## config.mk

```make
export PLATFORM = sky130hd
export DESIGN_NAME = ps2_rx_fifo
export DESIGN_NICKNAME = d
export VERILOG_FILES = /design/src/rtl/ps2_pkg.sv /design/src/rtl/ps2_sync_fifo.sv /design/src/rtl/ps2_rx_fifo.sv
export SDC_FILE = /design/constraint.sdc
export NUM_CORES = 1
export LEC_CHECK = 0
export BUFFER_PORTS_ARGS = -buffer_cell sky130_fd_sc_hd__buf_2
export CORE_AREA = 4 4 82 99
export CTS_BUF_LIST = sky130_fd_sc_hd__clkbuf_4 sky130_fd_sc_hd__clkbuf_8
export DETAILED_ROUTE_END_ITERATION = 12
export DIE_AREA = 0 0 86 103
export PLACE_DENSITY = 0.8
export SYNTH_ARGS = -nofsm -noshare
export SYNTH_HDL_FRONTEND = slang
export SYNTH_SLANG_ARGS = --single-unit
```

## constraint.sdc

```tcl
create_clock -name clk -period 3.65 [get_ports clk]
set_input_delay 0.1825 -clock clk [delete_from_list [all_inputs] [get_ports clk]]
set_output_delay 0.1825 -clock clk [all_outputs]
set_load 0.02 [all_outputs]
```

## src/rtl/ps2_pkg.sv

```systemverilog
`default_nettype none
// ============================================================================
// Module   : ps2_pkg
// Brief    : Shared PS/2 receive constants, frame layout and FIFO sizing helper
// Revision : 1.0
// ============================================================================
package ps2_pkg;

  localparam int PS2_FRAME_BITS          = 11;
  localparam int PS2_TIMEOUT_CYC_DEFAULT = 4096;
  localparam int PS2_CNT_W               = $clog2(PS2_FRAME_BITS);

  // Shift-register image after start, data and parity have been taken LSB-first
  typedef struct packed {
    logic       parity;
    logic [7:0] data;
    logic       start;
  } ps2_frame_t;

  function automatic int ps2_ptr_width(input int depth);
    return $clog2(depth) + 1;
  endfunction

endpackage
`default_nettype wire

```

## src/rtl/ps2_sync_fifo.sv

```systemverilog
`default_nettype none
// ============================================================================
// Module   : ps2_sync_fifo
// Brief    : Single-clock scancode FIFO with wrap-bit pointers and overflow pulse
// Revision : 1.0
// ============================================================================
module ps2_sync_fifo
  import ps2_pkg::*;
#(
  parameter int DEPTH = 8,
  parameter int WIDTH = 8
) (
  input  logic             clk,
  input  logic             rst,
  input  logic             wr_en,
  input  logic [WIDTH-1:0] wr_data,
  input  logic             rd_en,
  output logic [WIDTH-1:0] rd_data,
  output logic             empty,
  output logic             full,
  output logic             overflow
);

  localparam int c_PW = ps2_ptr_width(DEPTH);
  localparam int c_AW = c_PW - 1;

  logic [WIDTH-1:0] r_mem [DEPTH];
  logic [c_PW-1:0]  r_wr_ptr;
  logic [c_PW-1:0]  r_rd_ptr;
  logic             r_overflow;
  logic             w_rd;
  logic             w_wr;

  assign empty = (r_wr_ptr == r_rd_ptr);
  assign full  = (r_wr_ptr[c_PW-1] != r_rd_ptr[c_PW-1]) &&
                 (r_wr_ptr[c_AW-1:0] == r_rd_ptr[c_AW-1:0]);

  // A pop frees the slot being written, so push-while-full is legal with a pop
  assign w_rd = rd_en && !empty;
  assign w_wr = wr_en && (!full || w_rd);

  assign rd_data  = r_mem[r_rd_ptr[c_AW-1:0]];
  assign overflow = r_overflow;

  always_ff @(posedge clk) begin
    if (w_wr) begin
      r_mem[r_wr_ptr[c_AW-1:0]] <= wr_data;
    end
  end

  always_ff @(posedge clk or posedge rst) begin
    if (rst) begin
      r_wr_ptr   <= '0;
      r_rd_ptr   <= '0;
      r_overflow <= 1'b0;
    end else begin
      r_overflow <= wr_en && full && !w_rd;
      if (w_wr) r_wr_ptr <= r_wr_ptr + 1'b1;
      if (w_rd) r_rd_ptr <= r_rd_ptr + 1'b1;
    end
  end

endmodule
`default_nettype wire

```

## src/rtl/ps2_rx_fifo.sv

```systemverilog
`default_nettype none
// ============================================================================
// Module   : ps2_rx_fifo
// Brief    : PS/2 frame receiver with timeout and scancode FIFO.
//            Define PS2_RX_PARITY_CHECK_EN to enforce odd parity.
// Revision : 1.0
// ============================================================================
module ps2_rx_fifo
  import ps2_pkg::*;
#(
  parameter int FIFO_DEPTH  = 8,
  parameter int TIMEOUT_CYC = PS2_TIMEOUT_CYC_DEFAULT
) (
  input  logic       clk,
  input  logic       rst,
  input  logic       ps2_clk,
  input  logic       ps2_data,
  output logic [7:0] data,
  output logic       ready,
  input  logic       nextdata_n,
  output logic       overflow,
  output logic       frame_err
);

  localparam int                   c_IDLE_W   = $clog2(TIMEOUT_CYC + 1);
  localparam int                   c_SHIFT_W  = $bits(ps2_frame_t);
  localparam logic [PS2_CNT_W-1:0] c_STOP_CNT = PS2_CNT_W'(PS2_FRAME_BITS - 1);
  localparam logic [c_IDLE_W-1:0]  c_IDLE_MAX = c_IDLE_W'(TIMEOUT_CYC - 1);

  logic [2:0]           r_clk_sync;
  logic [1:0]           r_data_sync;
  logic [c_SHIFT_W-1:0] r_shift;
  logic [PS2_CNT_W-1:0] r_bit_cnt;
  logic [c_IDLE_W-1:0]  r_idle;
  logic                 r_frame_err;

  logic                 w_fall;
  logic                 w_bit;
  logic                 w_stop_edge;
  logic                 w_parity_ok;
  logic                 w_frame_ok;
  logic                 w_push;
  logic                 w_pop;
  logic                 w_timeout;
  logic                 w_empty;
  logic                 w_full;
  logic [7:0]           w_rd_data;
  ps2_frame_t           w_frame;

  always_ff @(posedge clk or posedge rst) begin
    if (rst) begin
      r_clk_sync  <= 3'b111;
      r_data_sync <= 2'b11;
    end else begin
      r_clk_sync  <= {r_clk_sync[1:0], ps2_clk};
      r_data_sync <= {r_data_sync[0], ps2_data};
    end
  end

  assign w_fall  = r_clk_sync[2] & ~r_clk_sync[1];
  assign w_bit   = r_data_sync[1];
  assign w_frame = ps2_frame_t'(r_shift);

  assign w_stop_edge = w_fall && (r_bit_cnt == c_STOP_CNT);

`ifdef PS2_RX_PARITY_CHECK_EN
  assign w_parity_ok = ^{w_frame.data, w_frame.parity};
`else
  logic w_unused_parity;
  assign w_unused_parity = w_frame.parity;
  assign w_parity_ok     = 1'b1;
`endif

  // The stop bit is the live sample, never stored in the shift register
  assign w_frame_ok = !w_frame.start && w_bit && w_parity_ok;
  assign w_push     = w_stop_edge && w_frame_ok;
  assign w_timeout  = (r_bit_cnt != '0) && !w_fall && (r_idle == c_IDLE_MAX);

  always_ff @(posedge clk or posedge rst) begin
    if (rst) begin
      r_shift     <= '0;
      r_bit_cnt   <= '0;
      r_idle      <= '0;
      r_frame_err <= 1'b0;
    end else begin
      r_frame_err <= (w_stop_edge && !w_frame_ok) || w_timeout;
      if (w_fall) begin
        r_idle <= '0;
        if (w_stop_edge) begin
          r_bit_cnt <= '0;
        end else begin
          r_shift   <= {w_bit, r_shift[c_SHIFT_W-1:1]};
          r_bit_cnt <= r_bit_cnt + 1'b1;
        end
      end else if (r_bit_cnt != '0) begin
        if (w_timeout) begin
          r_bit_cnt <= '0;
          r_idle    <= '0;
        end else begin
          r_idle <= r_idle + 1'b1;
        end
      end
    end
  end

  assign w_pop = !w_empty && !nextdata_n;

  ps2_sync_fifo #(
    .DEPTH (FIFO_DEPTH),
    .WIDTH (8)
  ) u_fifo (
    .clk      (clk),
    .rst      (rst),
    .wr_en    (w_push),
    .wr_data  (w_frame.data),
    .rd_en    (w_pop),
    .rd_data  (w_rd_data),
    .empty    (w_empty),
    .full     (w_full),
    .overflow (overflow)
  );

  assign ready     = !w_empty;
  assign data      = rst ? 8'h00 : w_rd_data;
  assign frame_err = r_frame_err;

endmodule
`default_nettype wire

```

==> reports/results.ini, run 1 <==
[outcome]
status=completed

[synthesis]
syn_inst=279
yosysTopAreaCell=edfxtp_1
ys_ff_latch=106
yosysSeqAreaShare=0.665
synth.most_common_cell=edfxtp_1
synthFlopType=edfxtp_1
syn_avg_cell_area_sq_um=16.1
synth_fp_nets=290
synth.distinct_cells=51
synthArstFlopShare=0.396
ys_top_cells_by_area=edfxtp_1, dfrtp_1, mux4_2
synth_warnings=0
netlist_top_cells_count=edfxtp_1, dfrtp_1, nor2_1
synth_top_area_frac=0.429
synth.cell_area_sq_um=4480
synth_enable_flop_cells=64

[clock_network]
h-tree-depth=3
clkLatencyLatePin_ns=0.35
clockRootBuffer=clkbuf_8
cts_buffers=9
cts_tree=built
cts_buffer_depth=2
cts.sinks=106
path_clk_slew_ns=0.10

[worst_setup_path]
ff2ff_path_depth=7
crit_type=reg -> reg
crit_start=r_bit_cnt[0]
slowest_stage=nor3_1
crit_chain=inv_1, ha_1, and3b_2, and3_1, o21ai_4, nor3_1, buf_4
cp_max_fo=6
r2r_slack_ns=1.02
cp_slowest_stage_delay_ns=0.78
worstPathArrival_ns=2.69
r2r_start=r_bit_cnt[0]
crit_cells=7
critPathCaptureType=flip-flop
cp.required_ns=3.72
start_kind=flip-flop
r2r_end=u_fifo.r_mem[2][1]
cp_top_family=simple AND/OR/NAND/NOR gates
crit_buf_inv=2

[sta]
max_freq_mhz=380
period_share=0.720
final_hold_viol_count=0
worst_slack_ns=1.02
tns_ns=0
drv_slew=0
slew_headroom=0.344
period_needed_ns=2.63
tightest_slew_ns=0.976
rsz0062_at_grt=no
setup_viol=0
skew_ns=0.0154

[place]
dp_hpwl_mm=5.05
dp_slack_ns=1.02
port_buffers=15
place_congestion=0.808

[drt]
ant_nets=0
first_pass_iters=4
vias_per_cell=5.92
wirelength_mm=7.48
drc=0
drt_iter0_drc=114
vias=2364
wl_per_cell_um=18.8

[run]
drv_cap=0

[floorplanning]
start_util=0.624
rows=34
die_area_sq_um=8860
die_w_um=86
ios=16
die_h_um=103
core_area_sq_um=7190

[worst_hold_path]
min_delay_worst_endpoint=u_fifo.r_rd_ptr[2]
holdCritStartpoint=nextdata_n
whs_path_depth=4
hold_path_class=in -> reg

[global_routing]
grt_first_pass_wirelength_mm=12.4
antenna_found_initial=0
grt_pass1_vias=2382
grt_usage=0.187
grt_max_degree=29
overflow=0

[cells_and_area]
num-fill-cells=489
fin_util=0.683
fin_nets=315
area_growth_pct=9.46
n_antenna_cell=0
layout-drive-gt1-share=0.275

[power_and_ir_drop]
power_density_nw_per_um2=669
p_leak_nw=1.82
power_w=0.00328
ir_drop_mv=0.389

==> worst reg2reg max path, stage by stage, from the launching register on <==
cell and delay (ns):
dfrtp_1 0.40, inv_1 0.12, ha_1 0.19, and3b_2 0.20, and3_1 0.26, o21ai_4 0.11
nor3_1 0.78, buf_4 0.27
==> state kept, by name, summed over array words and instances (netlist names), 2 cells and up <==
| register | flops |
|---|---|
| r_shift | 10 |
| r_bit_cnt | 4 |
| r_clk_sync | 3 |
| r_data_sync | 2 |
| u_fifo.r_wr_ptr | 4 |
| u_fifo.r_rd_ptr | 4 |
| r_idle | 13 |
| u_fifo.r_mem | 64 |
==> power breakdown <==
group	internal, W	switching (W)	total [W]
logic	0.000404	0.000432	0.000836
registers	0.00149	0.000189	0.00168
clock network	0.000395	0.000374	0.000769
total	0.00229	0.000995	0.00328
==> cell type report <==
class,instances,area [sq um],share of cell area
inverter,5,18.8,0.00382
clock buffer,10,131,0.0268
timing repair buffer,26,165,0.0337
sequential,106,2980,0.607
multi-input combinational,156,1410,0.288
tap,90,113,0.0229
clock inverter,6,88.8,0.0181
==> per-stage QoR <==
step                      hold WS [ns]  cells  instance area (sq um)
final                            0.177    399                   4910
after global routing             0.180    399                   4910
after detailed placement         0.287    380                   4660
after CTS                        0.164    399                   4910
after floorplan                  0.187    279                   4480
after global placement           0.277    380                   4660
==> cells in the final DEF, fill, tap and decap left out, types with 6 or more instances in the layout <==
master and n:
edfxtp_1 64, mux2i_1 8, nor3_1 6, dfrtp_1 37, a21oi_1 6, mux4_2 16, xnor2_1 13, clkbuf_8 9
mux2_2 12, buf_2 15, nor2_1 18, ha_1 6, nand2_1 11, buf_4 8
==> repair_timing <==
| action | CTS | global route |
|---|---|---|
| resized for setup | 0 | 0 |
| endpoints found under the hold margin | 16 | 0 |
| buffers inserted | 0 | 0 |
| hold buffers | 3 | 0 |
==> cell families after synthesis <==
group / after synthesis / synth area share
compound gates: 30 / 0.0508
xor+xnor: 18 / 0.0352
fa+ha+maj: 6 / 0.0167
buf+inv: 17 / 0.0207
flops: 106 / 0.665
mux: 36 / 0.128
simple gates: 66 / 0.0837
==> worst max-delay path by stage <==
stage	slack, ns	to
2_1_floorplan	1.23	u_fifo.r_mem[0][0]
3_3_place_gp	1.10	u_fifo.r_mem[2][1]
3_5_place_dp	1.02	u_fifo.r_mem[2][1]
4_1_cts	1.01	u_fifo.r_mem[2][1]
5_1_grt	0.77	u_fifo.r_mem[2][1]
6_report	1.02	u_fifo.r_mem[2][1]
==> metal layers <==
metal / track usage / routed length (um) / vias to the layer above
li1: - / - / 1108
met2: 0.308 / 3880 / 60
met5: 0 / 0 / -
met3: 0.0360 / 314 / 15
met4: 0.0646 / 108 / 0
met1: 0.254 / 3180 / 1181
Note: power is estimated with default switching activity, not from simulation.
==> run 2, diff against run 1 <==
==> constraint.sdc (replaced) <==
create_clock -name clk -period 2.5 [get_ports clk]
set_input_delay 0.125 -clock clk [delete_from_list [all_inputs] [get_ports clk]]
set_output_delay 0.125 -clock clk [all_outputs]
set_load 0.02 [all_outputs]
==> run 2 against run 1 <==
  * Power grew 44%
  * Worst hold slack got worse by 0.053 ns
  * Highest routed layer unchanged
  * Clock skew decreased by 0.011 ns
  * Sequential cell count stayed put
  * First-iteration DRC count is 14% higher
==> reports/results.ini, run 2 (synthesis results as in run 1) <==
[drt]
wl_per_cell_um=18.5  ; was 18.8 um
vias=2340  ; was 2364
vias_per_cell=5.79  ; was 5.92
ant_nets=0  ; unchanged
drt_iter0_drc=130  ; was 114
wirelength_mm=7.49  ; was 7.48 mm
drc=0  ; unchanged
first_pass_iters=4  ; unchanged

[place]
dp_slack_ns=0.493  ; was 1.02 ns
dp_hpwl_mm=5.23  ; was 5.05 mm
place_congestion=0.801  ; was 0.808
port_buffers=15  ; unchanged

[clock_network]
clockRootBuffer=clkbuf_8  ; unchanged
cts_buffer_depth=2  ; unchanged
path_clk_slew_ns=0.09  ; was 0.10 ns
cts_resized=0  ; unchanged
cts.sinks=106  ; unchanged
cts_tree=built  ; unchanged
h-tree-depth=3  ; unchanged
clkLatencyLatePin_ns=0.36  ; was 0.35 ns
cts_buffers=9  ; unchanged

[global_routing]
grt_usage=0.193  ; was 0.187
grt_max_degree=25  ; was 29
grt_first_pass_wirelength_mm=12.6  ; was 12.4 mm
overflow=0  ; unchanged
antenna_found_initial=0  ; unchanged
grt_pass1_vias=2501  ; was 2382

[sta]
drv_slew=0  ; unchanged
period_share=0.912
slew_headroom=0.474  ; was 0.344
skew_ns=0.00414  ; was 0.0154 ns
setup_viol=0  ; unchanged
worst_slack_ns=0.220  ; was 1.02 ns
final_hold_viol_count=0  ; unchanged
rsz0062_at_grt=no  ; unchanged
max_freq_mhz=439
tightest_slew_ns=0.784  ; was 0.976 ns
hold-worst-slack_ns=0.124  ; was 0.177 ns
period_needed_ns=2.28
tns_ns=0  ; unchanged

[outcome]
status=completed  ; unchanged

[cells_and_area]
largest_reg_flops=64  ; unchanged
register_area_sq_um=2980  ; unchanged
fin_util=0.685  ; was 0.683
fin_nets=320  ; was 315
area_growth_pct=9.91  ; was 9.46%
n_antenna_cell=0  ; unchanged
final_cell_mix=edfxtp_1, dfrtp_1, nor2_1, mux4_2, buf_2  ; unchanged
layout-drive-gt1-share=0.283  ; was 0.275
final_common_cell=edfxtp_1  ; unchanged
multi_input_area_sq_um=1410  ; unchanged
num-fill-cells=498  ; was 489

[power_and_ir_drop]
p_leak_nw=1.84  ; was 1.82 nW
ir_drop_mv=0.487  ; was 0.389 mV
power_density_nw_per_um2=961  ; was 669 nW/um^2

[run]
drv_cap=0  ; unchanged

[floorplanning]
core_area_sq_um=7190  ; unchanged
ios=16  ; unchanged
rows=34  ; unchanged
die_area_sq_um=8860  ; unchanged
die_h_um=103  ; unchanged
die_w_um=86  ; unchanged
start_util=0.624  ; unchanged

[worst_setup_path]
cp.required_ns=2.38  ; was 3.72 ns
slowest_stage=mux4_2  ; was nor3_1
cp_max_fo=16  ; was 6
r2r_start=r_bit_cnt[0]  ; unchanged
cp_slowest_stage_delay_ns=0.57  ; was 0.78 ns
crit_chain=buf_4, mux4_2, mux2i_1, nor2_1, buf_2  ; was inv_1, ha_1, and3b_2, and3_1, o21ai_4, nor3_1, buf_4
crit_start=u_fifo.r_rd_ptr[0]  ; was r_bit_cnt[0]
start_kind=flip-flop  ; unchanged
crit_type=reg -> out  ; was reg -> reg
worstPathArrival_ns=2.15  ; was 2.69 ns
critPathCaptureType=output pin  ; was flip-flop

[worst_hold_path]
holdCritStartpoint=nextdata_n  ; unchanged
hold_path_class=in -> reg  ; unchanged

-- run 2: changes by cell type in the layout (fill, tap and decap cells not counted) --
cell	previous run	this run
buf_4	8	13
bufinv_16	2	1
clkbuf_4	1	0
clkinv_1	1	2
clkinv_2	1	0
clkinv_4	0	3
clkinvlp_4	2	1
inv_6	1	0
inv_8	0	1
-- run 2: final timing paths --
kind / depth (start not counted) / to / slack (ns)
setup / recovery: 5 / data[4] / 0.22
hold / removal: 3 / u_fifo.r_rd_ptr[0] / 0.12
setup reg to reg: 7 / u_fifo.r_mem[4][0] / 0.47
hold reg to reg: 0 / r_data_sync[1] / 0.36
max in group asynchronous: 4 / r_data_sync[1] / 1.41
min in group asynchronous: 3 / r_shift[5] / 0.45
-- run 2: layer usage --
metal	up-vias	wire length (um)	GRT usage
li1	1124	-	-
met1	1176	3010	0.218
met2	30	4140	0.354
met3	10	222	0.0520
met4	0	123	0.0621
met5	-	0	0
-- run 2: area by class of cell --
class,count,share of cell area
well taps,90,0.0229
flip-flops and latches,106,0.605
clock inverters,7,0.0160
clock buffers,9,0.0251
multi-input cells,156,0.286
repair buffers,31,0.0411
inverters,5,0.00381
-- run 2: critical path, delay by kind of cell, from the launching register on --
family | cells | cell delay (ns)
muxes | 2 | 0.76
buffers and inverters | 2 | 0.52
and+or+nand+nor | 1 | 0.05
DFF | 1 | 0.47
-- run 2: timing repair --
item	4_1_cts	5_1_grt
buffers inserted	0	0
endpoints found under the hold margin	20	0
hold buffers	3	0
-- run 2: metrics by stage --
stage / instance area [sq um] / instances / total power (W)
4_1_cts: 4930 / 404 / 0.00480
3_5_place_dp: 4690 / 385 / 0.00376
5_1_grt: 4930 / 404 / 0.00502
3_3_place_gp: 4690 / 385 / 0.00371
6_report: 4930 / 404 / 0.00473
2_1_floorplan: 4480 / 279 / 0.00341
-- run 2: power by group --
group	switching [W]	leakage (nW)	internal [W]
combinational	0.000634	0.632	0.000592
clock	0.000562	0.0990	0.000471
sequential	0.000303	1.11	0.00217
